$ cat src/rtl/wb_commit_pkg.sv
// Shared register-file widths and the long-latency completion entry used by
// the writeback commit block and its completion FIFO.
package wb_commit_pkg;

  localparam int REG_ADDR_W = 5;
  localparam int REG_W      = 32;
  localparam int REG_NUM    = 32;

  localparam logic            WRITE_ENABLE  = 1'b1;
  localparam logic            WRITE_DISABLE = 1'b0;
  localparam logic [REG_W-1:0] ZERO_WORD    = '0;

  typedef logic [REG_ADDR_W-1:0] reg_addr_t;
  typedef logic [REG_W-1:0]      reg_word_t;

  typedef struct packed {
    reg_addr_t addr;
    reg_word_t data;
  } ll_entry_t;

  localparam int LL_ENTRY_W = $bits(ll_entry_t);

  function automatic logic [REG_NUM-1:0] reg_onehot(input reg_addr_t a);
    logic [REG_NUM-1:0] m;
    m    = '0;
    m[a] = 1'b1;
    return m;
  endfunction

endpackage

$ cat src/rtl/wb_fifo.sv
// Small synchronous FIFO for long-latency completions; head is visible
// combinationally, push is refused when full and pop is ignored when empty.
module wb_fifo
  import wb_commit_pkg::*;
#(
  parameter int DEPTH = 2,
  parameter int WIDTH = LL_ENTRY_W
) (
  input  logic             clk,
  input  logic             rst,
  input  logic             i_push,
  input  logic [WIDTH-1:0] i_din,
  input  logic             i_pop,
  output logic             o_full,
  output logic             o_empty,
  output logic [WIDTH-1:0] o_head
);

  localparam int PTR_W = $clog2(DEPTH);

  logic [WIDTH-1:0] r_mem [DEPTH];
  logic [PTR_W-1:0] r_wr_ptr;
  logic [PTR_W-1:0] r_rd_ptr;
  logic [PTR_W:0]   r_count;

  logic w_do_push;
  logic w_do_pop;

  assign o_full    = (r_count == (PTR_W+1)'(DEPTH));
  assign o_empty   = (r_count == '0);
  assign o_head    = r_mem[r_rd_ptr];
  assign w_do_push = i_push && !o_full;
  assign w_do_pop  = i_pop && !o_empty;

  // NOTE: sequential state uses non-blocking assignments so every register
  // samples pre-edge values regardless of statement order.
  always_ff @(posedge clk) begin
    if (rst) begin
      r_wr_ptr <= '0;
      r_rd_ptr <= '0;
      r_count  <= '0;
    end else begin
      if (w_do_push) r_wr_ptr <= r_wr_ptr + PTR_W'(1);
      if (w_do_pop)  r_rd_ptr <= r_rd_ptr + PTR_W'(1);
      case ({w_do_push, w_do_pop})
        2'b10:   r_count <= r_count + (PTR_W+1)'(1);
        2'b01:   r_count <= r_count - (PTR_W+1)'(1);
        default: r_count <= r_count;
      endcase
    end
  end

  // NOTE: storage is deliberately not reset; the count guarantees stale
  // words are never presented as valid.
  always_ff @(posedge clk) begin
    if (w_do_push) r_mem[r_wr_ptr] <= i_din;
  end

endmodule

$ cat src/rtl/wb_commit.sv
// Register-file write port arbiter: in-order pipeline writeback has priority,
// buffered long-latency completions drain in the gaps; tracks pending writes.
module wb_commit
  import wb_commit_pkg::*;
#(
  parameter int QDEPTH       = 2,
  parameter int STARVE_LIMIT = 4
) (
  input  logic        clk,
  input  logic        rst,
  input  logic        pipe_we,
  input  logic [4:0]  pipe_waddr,
  input  logic [31:0] pipe_wdata,
  input  logic        ll_issue,
  input  logic [4:0]  ll_issue_addr,
  input  logic        ll_valid,
  output logic        ll_ready,
  input  logic [4:0]  ll_waddr,
  input  logic [31:0] ll_wdata,
  output logic        we,
  output logic [4:0]  waddr,
  output logic [31:0] wdata,
  output logic [31:0] busy,
  output logic        stall_req
);

  localparam int CNT_W = $clog2(STARVE_LIMIT + 1);
  localparam logic [CNT_W-1:0] STARVE_LAST = CNT_W'(STARVE_LIMIT - 1);
  localparam logic [CNT_W-1:0] STARVE_SAT  = CNT_W'(STARVE_LIMIT);

  logic             w_full;
  logic             w_empty;
  ll_entry_t        w_head;
  ll_entry_t        w_push_entry;
  logic             w_push;
  logic             w_pop;
  logic             w_pipe_wr;
  logic             w_head_blocked;
  logic [REG_NUM-1:0] w_set_mask;
  logic [REG_NUM-1:0] w_clr_mask;

  logic [REG_NUM-1:0] r_busy;
  logic [CNT_W-1:0]   r_starve_cnt;
  logic               r_stall_req;

  // A pipe write to r0 is treated as no write so the FIFO head may use the slot.
  assign w_pipe_wr      = pipe_we && (pipe_waddr != '0);
  assign w_pop          = !w_pipe_wr && !w_empty;
  assign w_head_blocked = !w_empty && !w_pop;
  assign ll_ready       = !w_full;
  assign w_push         = ll_valid && !w_full;
  assign w_push_entry   = '{addr: ll_waddr, data: ll_wdata};

  wb_fifo #(
    .DEPTH (QDEPTH),
    .WIDTH (LL_ENTRY_W)
  ) u_fifo (
    .clk     (clk),
    .rst     (rst),
    .i_push  (w_push),
    .i_din   (w_push_entry),
    .i_pop   (w_pop),
    .o_full  (w_full),
    .o_empty (w_empty),
    .o_head  (w_head)
  );

  // NOTE: every output of this always_comb gets a default first, so no path
  // leaves a value unassigned and no latch is inferred.
  always_comb begin
    we    = WRITE_DISABLE;
    waddr = '0;
    wdata = ZERO_WORD;
    if (w_pipe_wr) begin
      we    = WRITE_ENABLE;
      waddr = pipe_waddr;
      wdata = pipe_wdata;
    end else if (!w_empty) begin
      we    = (w_head.addr != '0);
      waddr = w_head.addr;
      wdata = w_head.data;
    end
  end

  assign w_set_mask = (ll_issue && (ll_issue_addr != '0)) ? reg_onehot(ll_issue_addr) : '0;
  assign w_clr_mask = w_pop ? reg_onehot(w_head.addr) : '0;

  // Clear before set: re-issuing a register on the cycle its old result
  // retires must leave it pending.
  always_ff @(posedge clk) begin
    if (rst) r_busy <= '0;
    else     r_busy <= (r_busy & ~w_clr_mask) | w_set_mask;
  end

  always_ff @(posedge clk) begin
    if (rst) begin
      r_starve_cnt <= '0;
      r_stall_req  <= 1'b0;
    end else begin
      r_stall_req <= (r_starve_cnt == STARVE_LAST) && w_head_blocked;
      if (!w_head_blocked)                r_starve_cnt <= '0;
      else if (r_starve_cnt != STARVE_SAT) r_starve_cnt <= r_starve_cnt + CNT_W'(1);
    end
  end

  assign busy      = r_busy;
  assign stall_req = r_stall_req;

endmodule

$ cat config.mk
export PLATFORM = sky130hd
export DESIGN_NAME = wb_commit
export DESIGN_NICKNAME = d
export VERILOG_FILES = /design/src/rtl/wb_commit_pkg.sv /design/src/rtl/wb_fifo.sv /design/src/rtl/wb_commit.sv
export SDC_FILE = /design/constraint.sdc
export NUM_CORES = 1
export LEC_CHECK = 0
export ABC_AREA = 1
export BUFFER_PORTS_ARGS = -buffer_cell sky130_fd_sc_hd__clkbuf_2
export CAP_MARGIN = 10
export CELL_PAD_IN_SITES_DETAIL_PLACEMENT = 2
export CELL_PAD_IN_SITES_GLOBAL_PLACEMENT = 2
export CORE_MARGIN = 5
export CORE_UTILIZATION = 31
export CTS_CLUSTER_DIAMETER = 150
export DETAILED_ROUTE_END_ITERATION = 16
export PLACE_DENSITY_LB_ADDON = 0.1
export RECOVER_POWER = 25
export SYNTH_ARGS = -nofsm -noshare
export SYNTH_HDL_FRONTEND = slang
export SYNTH_SLANG_ARGS = --single-unit
$ cat constraint.sdc
create_clock -name clk -period 3 [get_ports clk]
set_input_delay 0.3 -clock clk [delete_from_list [all_inputs] [get_ports clk]]
set_output_delay 0.3 -clock clk [all_outputs]
set_load 0.01 [all_outputs]
==> results of run 1 <==
-- Yosys cell counts, types with 5 or more instances --
master | number | area, um2
nand2_4 | 5 | 56.3
o21ai_1 | 15 | 75.1
nor2_1 | 46 | 173
a21oi_1 | 38 | 190
edfxtp_1 | 74 | 2220
o21ai_2 | 10 | 87.6
nand2_1 | 143 | 537
mux2i_1 | 32 | 320
o21ai_0 | 18 | 90.1
inv_1 | 27 | 101
nand3_2 | 9 | 90.1
dfxtp_1 | 41 | 821
buf_6 | 9 | 101
nand2_2 | 11 | 68.8
nand3_1 | 13 | 65.1
-- power by group --
part	switching (mW)	total (mW)	leakage, nW	internal, mW
clock network	0.720	1.93	0.271	1.21
registers	0.0941	1.95	1.02	1.85
logic	0.701	1.04	1.37	0.337
total	1.51	4.92	2.66	3.40
-- layer usage --
metal  share of wire  wire length, um  vias to the layer above  GRT usage
met3           0.039              634                       20     0.0368
met5               0                0                        -          0
li1                -                -                     2089          -
met1            0.43             6960                     2108      0.201
met2            0.51             8180                      105      0.290
met4           0.018              285                        0     0.0617
-- worst max-delay path: cells and delay by family, from the launching register on --
| kind | cells | cell delay, ps |
|---|---|---|
| flops | 1 | 830 |
| buf+inv | 2 | 610 |
| mux | 1 | 280 |
| compound gates | 1 | 120 |
-- placed cells by master, fill, tap and decap left out, types with 2 or more instances in the layout --
master and instances:
nand3_1 13, nor2_1 44, ha_1 4, clkinvlp_4 3, bufinv_16 2, nor2_4 2
edfxtp_1 74, clkinv_4 4, nand2_1 143, inv_2 2, o21ai_2 10, o21ai_1 15
clkbuf_2 137, nand4_1 4, nand2_4 5, nand3_2 9, dfxtp_1 40, buf_4 5
clkbuf_16 17, clkbuf_1 19, nand2_2 11, a21oi_1 38, clkinv_2 3, nor3_1 3
inv_1 27, clkinv_1 2, mux2i_1 32, o21ai_0 18
-- area by class of cell --
| type | count | share of cell area |
|---|---|---|
| Sequential cell | 115 | 0.453 |
| Multi-Input combinational cell | 357 | 0.286 |
| Timing Repair Buffer | 160 | 0.118 |
| Clock buffer | 18 | 0.0639 |
| Tap cell | 220 | 0.0410 |
| Clock inverter | 14 | 0.0209 |
| Inverter | 30 | 0.0171 |
-- cells by family (layout without fill, tap and decap cells) --
| kind of cell | count (synthesis) | after routing | synth area share |
|---|---|---|---|
| muxes | 32 | 32 | 0.0612 |
| buffers and inverters | 50 | 222 | 0.0543 |
| DFF | 115 | 115 | 0.582 |
| AOI/OAI and AO/OA | 84 | 84 | 0.0921 |
| adders and majority gates | 4 | 4 | 0.00957 |
| and+or+nand+nor | 236 | 236 | 0.199 |
| xor gates and xnor gates | 1 | 1 | 0.00167 |
-- sequential cells by signal (all words and copies together), names as in the netlist, named ones only --
| signal | cells |
|---|---|
| u_fifo.r_mem | 74 |
| stall_req | 1 |
| r_starve_cnt | 3 |
| busy | 32 |
| u_fifo.r_rd_ptr | 1 |
| u_fifo.r_wr_ptr | 1 |
| u_fifo.r_count | 2 |
-- worst paths after layout --
kind | endpoint | startpoint | slack, ps | cells after the start
worst max-delay path | wdata[25] | register | 420 | 4
worst min-delay path | u_fifo.r_mem[1][28]$_DFFE_PP_ | ll_wdata[28] | 80 | 1
worst max register to register | busy[4]$_SDFF_PP0_ | register | 1010 | 7
worst min register to register | register | u_fifo.r_rd_ptr$_SDFFE_PP0P_ | 450 | 1
-- per-stage QoR --
step	setup slack [ps]	power (mW)	hold WS [ps]
floorplan	326	2.70	399
global placement	886	3.00	436
detailed placement	843	3.04	447
CTS	356	5.00	51.9
global route	292	5.17	60.4
finish	421	4.92	78.6
==> results.json, run 1 <==
{
  "hold_violations": 0,
  "fmaxAchievable_mhz": 388,
  "final_cells": 914,
  "crit_fanout": 26,
  "drt-initial-drc-count": 147,
  "synth-edff-count": 74,
  "root_buffer": "clkbuf_16",
  "synthArstFlopShare": 0,
  "vdd.ir_drop.worst_uv": 359,
  "cts_resized": 0,
  "ys_types": 31,
  "num-nets-final": 769,
  "ios": 156,
  "setup_viol": 0,
  "slew_headroom": 0.409,
  "power_density_nw_per_um2": 732,
  "yosysSeqAreaShare": 0.582,
  "rows": 47,
  "antenna_found_initial": 0,
  "first_global_vias": 4959,
  "cts-htree-levels": 4,
  "cts_sinks": 115,
  "clk_path_buf_depth": 2,
  "die_h_um": 140,
  "max_stage_delay_ps": 830,
  "arrival_ps": 2280,
  "worstSkewPairLatency_ps": 410,
  "final_core_util": 0.405,
  "fillers": 1874,
  "avgSynthCellArea_um2": 10.0,
  "required_ps": 2700,
  "worstMarginPinSlew_ps": 884,
  "seq_area_um2": 3040,
  "postCtsSetupBuffers": 0,
  "cts-buffers-inserted": 17,
  "die_w_um": 140,
  "cts_tree": "done",
  "cpMaxStageDelayCell": "dfxtp_2",
  "fin_skew_ps": 4.31,
  "cts.clk_slew.worst_paths_ps": 50,
  "fin_crit_sh": 0.860,
  "grt_start_max_net_pins": 39,
  "final_area_um2": 6710,
  "initial_core_util": 0.315,
  "maxSlewViolCount": 0,
  "place_inst": 882,
  "synth_ff_type": "edfxtp_1",
  "antenna_cells": 0,
  "hp-class": "in2reg",
  "placed_area_um2": 6170,
  "maxCapViolCount": 0,
  "grt_pass1_wl_mm": 25.6,
  "start_kind": "register",
  "hold_buffers": 0,
  "yosysWarnings": 0,
  "dr.pass1.iters": 4,
  "p_leak_nw": 2.66,
  "rsz0062_at_grt": "no",
  "syn-num-nets": 610,
  "die_area_um2": 19600,
  "status": "complete, no violations",
  "syn_inst": 522,
  "critPathKind": "reg2out",
  "grt_usage": 0.166,
  "grt_overflow_total": 0,
  "core-area_um2": 16600,
  "ys_ff_latch": 115,
  "fin_crit_ps": 2580,
  "drc": 0,
  "cp_cell_sequence": "buf_4 -> mux2i_1 -> o21ai_1 -> clkbuf_2",
  "ant_nets": 0,
  "tns_ps": 0,
  "gp_congestion": 0.758,
  "syn_area_um2": 5230,
  "vias_per_cell": 4.73,
  "end_kind": "output port",
  "vias": 4322,
  "dp_hpwl_mm": 11.8,
  "syn_to_final_growth_pct": 28.3,
  "drt-total-wl_mm": 16.1,
  "wire_per_inst_um": 17.6,
  "final_layout_size_suffix_gt1_frac": 0.310,
  "multi_input_area_um2": 1920,
  "io_buffer_count": 155
}
(Power assumes the default switching activity.)
==> run 2: changes to the inputs <==
--- a/config.mk
+++ b/config.mk
@@ -11,7 +11,7 @@
 export CELL_PAD_IN_SITES_DETAIL_PLACEMENT = 2
 export CELL_PAD_IN_SITES_GLOBAL_PLACEMENT = 2
 export CORE_MARGIN = 5
-export CORE_UTILIZATION = 31
+export CORE_UTILIZATION = 34
 export CTS_CLUSTER_DIAMETER = 150
 export DETAILED_ROUTE_END_ITERATION = 16
 export PLACE_DENSITY_LB_ADDON = 0.1
==> constraint.sdc (replaced) <==
create_clock -name clk -period 3.2 [get_ports clk]
set_input_delay 0.32 -clock clk [delete_from_list [all_inputs] [get_ports clk]]
set_output_delay 0.32 -clock clk [all_outputs]
set_load 0.01 [all_outputs]
==> run 2 against run 1 <==
  * Core utilization is 3.6 points higher
  * Worst setup slack improved by 290 ps
  * Via count about the same
  * Non-clock buffer count up 2
  * Global-route usage rose by 2.1 points
  * Largest cell class unchanged
  * Largest power group is now clock
==> results.json, run 2 (same netlist as run 1, synthesis figures left out) <==
{
  "hold_violations": 0,
  "grt_overflow_total": 0,
  "final_layout_size_suffix_gt1_frac": 0.309,
  "grt_pass1_wl_mm": 26.2,
  "worstMarginPinSlew_ps": 847,
  "antenna_found_initial": 0,
  "gp_congestion": 0.717,
  "drc": 0,
  "cts_sinks": 115,
  "root_buffer": "clkbuf_16",
  "core-area_um2": 15100,
  "die_h_um": 134,
  "grt.busiest_layer": "met2",
  "drt-total-wl_mm": 16.5,
  "maxSlewViolCount": 0,
  "tns_ps": 0,
  "p_leak_nw": 2.66,
  "fmaxAchievable_mhz": 401,
  "mostFrequentLayoutCell": "nand2_1",
  "start_kind": "register",
  "antenna_cells": 0,
  "grt_use_met3": 0.0499,
  "grt_start_max_net_pins": 39,
  "vdd.ir_drop.worst_uv": 375,
  "cts-htree-levels": 4,
  "io_buffer_count": 155,
  "power_density_nw_per_um2": 696,
  "fin_crit_ps": 2490,
  "grt_usage": 0.188,
  "fin_crit_sh": 0.779,
  "drt-initial-drc-count": 129,
  "maxCapViolCount": 0,
  "grtUsageMet2": 0.338,
  "top_register": "u_fifo.r_mem",
  "worstSkewPairLatency_ps": 410,
  "dp_hpwl_mm": 12.1,
  "cts.clk_slew.worst_paths_ps": 60,
  "postCtsSetupBuffers": 0,
  "ios": 156,
  "dr.pass1.iters": 4,
  "rsz0062_at_grt": "no",
  "slew_headroom": 0.433,
  "required_ps": 2880,
  "cts-buffers-inserted": 17,
  "initial_core_util": 0.345,
  "wire_per_inst_um": 18.7,
  "largest_reg_flops": 74,
  "die_area_um2": 18000,
  "setup_viol": 0,
  "mostFrequentLayoutCells": "nand2_1, clkbuf_2, edfxtp_1",
  "status": "complete, no violations",
  "ant_nets": 0,
  "final_core_util": 0.441,
  "rows": 45,
  "critPathKind": "reg2out",
  "hold_buffers": 0,
  "cts_resized": 0,
  "crit_fanout": 38,
  "vias": 4325,
  "clk_path_buf_depth": 2,
  "end_kind": "output port",
  "met1_usage": 0.225,
  "hp-class": "in2reg",
  "fillers": 1663,
  "die_w_um": 134,
  "vias_per_cell": 4.89,
  "arrival_ps": 2170,
  "first_global_vias": 4896,
  "num-nets-final": 771,
  "cts_tree": "done",
  "syn_to_final_growth_pct": 27.8,
  "fin_skew_ps": 8.23
}
==> run 2: cell types whose count changed in the layout (fill, tap and decap cells not counted) <==
| cell | before | now |
|---|---|---|
| clkinv_4 | 4 | 2 |
| clkinv_2 | 3 | 4 |
| clkbuf_1 | 19 | 21 |
| buf_4 | 5 | 7 |
| clkinvlp_4 | 3 | 5 |
| clkbuf_2 | 137 | 134 |
==> run 2: layer usage <==
layer	wire (um)	part of all wire	up-vias
li1	-	-	2100
met1	6950	0.42	2112
met2	8620	0.52	98
met3	806	0.049	15
met4	135	0.0082	0
met5	0	0	-
==> run 2: path summary, 6_finish.rpt <==
| path | from | to | slack [ps] | cells past startpoint |
|---|---|---|---|---|
| worst min-delay path | ll_wdata[16] | u_fifo.r_mem[0][16]$_DFFE_PP_ | 100 | 1 |
| worst max register to register | u_fifo.r_count[0]$_SDFFE_PP0P_ | u_fifo.r_mem[1][27]$_DFFE_PP_ | 1250 | 5 |
| worst max-delay path | u_fifo.r_count[1]$_SDFFE_PP0P_ | waddr[4] | 710 | 5 |
| worst min register to register | busy[17]$_SDFF_PP0_ | busy[17]$_SDFF_PP0_ | 460 | 2 |
==> run 2: where the power goes <==
part | switching, mW | internal [mW] | leakage (nW)
registers | 0.0756 | 1.73 | 1.02
clock network | 0.688 | 1.13 | 0.266
logic | 0.697 | 0.322 | 1.37
total | 1.46 | 3.19 | 2.66
==> run 2: stage by stage <==
stage	setup WS [ps]	instances	total power, mW	area, um2	hold WS (ps)
floorplan	526	522	2.53	5230	419
global placement	996	852	2.83	6140	437
detailed placement	890	852	2.88	6140	457
CTS	610	884	4.72	6710	78.8
global route	486	884	4.89	6680	76.0
finish	709	884	4.65	6680	96.2
==> run 2: cell type report <==
class	count	area (um2)	share of cell area
Clock buffer	17	425	0.0637
Sequential cell	115	3040	0.456
Inverter	30	115	0.0172
Tap cell	188	235	0.0352
Clock inverter	15	143	0.0213
Timing Repair Buffer	162	802	0.120
Multi-Input combinational cell	357	1920	0.287
==> run 2: worst max-delay path, stage by stage, from the launching register on <==
cell      delay, ps
dfxtp_1         340
nor2_1          250
inv_1           130
nand2_2         610
o22ai_1         230
clkbuf_2        200
==> run 3: changes to the inputs <==
--- a/config.mk
+++ b/config.mk
@@ -11,7 +11,7 @@
 export CELL_PAD_IN_SITES_DETAIL_PLACEMENT = 2
 export CELL_PAD_IN_SITES_GLOBAL_PLACEMENT = 2
 export CORE_MARGIN = 5
-export CORE_UTILIZATION = 34
+export CORE_UTILIZATION = 31
 export CTS_CLUSTER_DIAMETER = 150
 export DETAILED_ROUTE_END_ITERATION = 16
 export PLACE_DENSITY_LB_ADDON = 0.1
==> constraint.sdc (replaced) <==
create_clock -name clk -period 2.6 [get_ports clk]
set_input_delay 0.26 -clock clk [delete_from_list [all_inputs] [get_ports clk]]
set_output_delay 0.26 -clock clk [all_outputs]
set_load 0.01 [all_outputs]
==> run 3 against run 2 <==
  * Via count grew 2.2%
  * Sequential power grew 22%
  * Count of clock-buffer cells in the layout is the same
  * Die area grew 8.9%
  * Cell count grew 3.6%
  * First-iteration DRC count grew 26%
  * Worst setup slack lost 340 ps
  * Register-to-register slack lost 620 ps
  * Wire length grew 1.9%
  * Global-route usage shrank 1.2 points
  * Non-clock buffer count is the same
  * Sequential cell count is the same
==> results.json, run 3 (same netlist as run 1, synthesis figures left out) <==
{
  "status": "complete, no violations",
  "vias_per_cell": 4.83,
  "cpMaxStageDelayCell": "dfxtp_2",
  "crit_fanout": 20,
  "arrival_ps": 1970,
  "max_stage_delay_ps": 460,
  "first_global_vias": 5155,
  "mostFrequentLayoutCells": "nand2_1, clkbuf_2, edfxtp_1",
  "cp_common_cell": "nand2_1",
  "cts.clk_slew.worst_paths_ps": 60,
  "fin_skew_ps": 12.3,
  "largest_reg_flops": 74,
  "worstMarginPinSlew_ps": 819,
  "core-area_um2": 16600,
  "hold_buffers": 0,
  "die_area_um2": 19600,
  "root_buffer": "clkbuf_16",
  "gp_congestion": 0.743,
  "maxCapViolCount": 0,
  "fmaxAchievable_mhz": 448,
  "maxSlewViolCount": 0,
  "grt_pass1_wl_mm": 26.9,
  "power_density_nw_per_um2": 859,
  "ios": 156,
  "fin_ws_ps": 369,
  "setup_viol": 0,
  "final_layout_size_suffix_gt1_frac": 0.302,
  "slew_headroom": 0.452,
  "drc": 0,
  "postCtsSetupBuffers": 0,
  "required_ps": 2340,
  "top_register": "u_fifo.r_mem",
  "rrSetupSlack_ps": 630,
  "grt_usage": 0.176,
  "grt_overflow_total": 0,
  "dr.pass1.iters": 4,
  "ant_nets": 0,
  "rows": 47,
  "tns_ps": 0,
  "critPathKind": "reg2out",
  "dp_hpwl_mm": 12.3,
  "fin_crit_sh": 0.858,
  "start_kind": "register",
  "hold_violations": 0,
  "num-nets-final": 771,
  "syn_to_final_growth_pct": 29.1,
  "clk_path_buf_depth": 2,
  "wire_per_inst_um": 18.4,
  "end_kind": "output port",
  "fin_crit_ps": 2230,
  "pre_cts_ws_ps": 499,
  "cts_tree": "done",
  "whs_ps": 24.4,
  "antenna_found_initial": 0,
  "mostFrequentLayoutCell": "nand2_1",
  "drt-initial-drc-count": 162,
  "vdd.ir_drop.worst_uv": 500,
  "cts-htree-levels": 4,
  "p_leak_nw": 2.66,
  "cts_sinks": 115,
  "antenna_cells": 0,
  "critPathBufInv": 2,
  "cp_cell_sequence": "buf_4 -> nand2_2 -> nand2_4 -> nor2_1 -> nand4_1 -> nand2_1 -> nand2_1 -> clkbuf_2",
  "cts-buffers-inserted": 17,
  "die_w_um": 140,
  "initial_core_util": 0.315,
  "hp-class": "in2reg",
  "drt-total-wl_mm": 16.8,
  "worstSkewPairLatency_ps": 420,
  "die_h_um": 140,
  "vias": 4421,
  "crit_family": "simple AND/OR/NAND/NOR gates",
  "rsz0062_at_grt": "no",
  "io_buffer_count": 155,
  "grt_start_max_net_pins": 39
}
[run 3: changes by cell type in the layout (fill, tap and decap cells not counted), moves of 2 or more]
cell,change
clkbuf_1,+6
clkbuf_2,-6
clkinv_2,-3
clkinv_4,+5
clkinvlp_4,-2
[run 3: power breakdown]
group | internal (mW) | leakage, nW | switching, mW
Clock | 1.41 | 0.277 | 0.896
Sequential | 2.13 | 1.02 | 0.0740
Combinational | 0.402 | 1.36 | 0.882
[run 3: layout make-up]
type	instances	area [um2]
fillers	1845	9830
flip-flops and latches	115	3040
multi-input cells	357	1920
repair buffers	162	807
clock buffers	17	425
well taps	220	275
clock inverters	15	161
inverters	30	115
[run 3: final timing paths]
| path | startpoint | endpoint | cells past startpoint |
|---|---|---|---|
| hold / removal | ll_wdata[28] | u_fifo.r_mem[1][28]$_DFFE_PP_ | 1 |
| setup / recovery | register | we | 8 |
| hold reg to reg | busy[0]$_SDFF_PP0_ | busy[0]$_SDFF_PP0_ | 2 |
| setup reg to reg | u_fifo.r_count[0]$_SDFFE_PP0P_ | u_fifo.r_mem[0][14]$_DFFE_PP_ | 5 |
[run 3: through the flow]
step	total power [mW]	util	cells	area, um2
after floorplan	3.12	-	522	5240
after global placement	3.49	0.373	884	6190
after detailed placement	3.56	0.373	884	6190
after CTS	5.89	0.409	916	6780
after global routing	6.10	0.407	916	6750
final	5.80	0.407	916	6750
[run 3: what timing repair did]
item                                    in CTS  in global routing
hold endpoints to repair                     0                  0
endpoints found under the setup margin       0                  7
resized for setup                            0                  1
[run 3: per-layer routing]
layer | global-route usage | share of wire
met5 | 0 | 0
met4 | 0.0617 | 0.016
met3 | 0.0423 | 0.043
met2 | 0.312 | 0.52
met1 | 0.208 | 0.43
[run 3: worst reg2reg max path: stages (launching register included)]
cell,delay (ps)
dfxtp_1,390
inv_1,100
nand2_1,110
nand2_1,170
nor2_4,560
buf_4,330
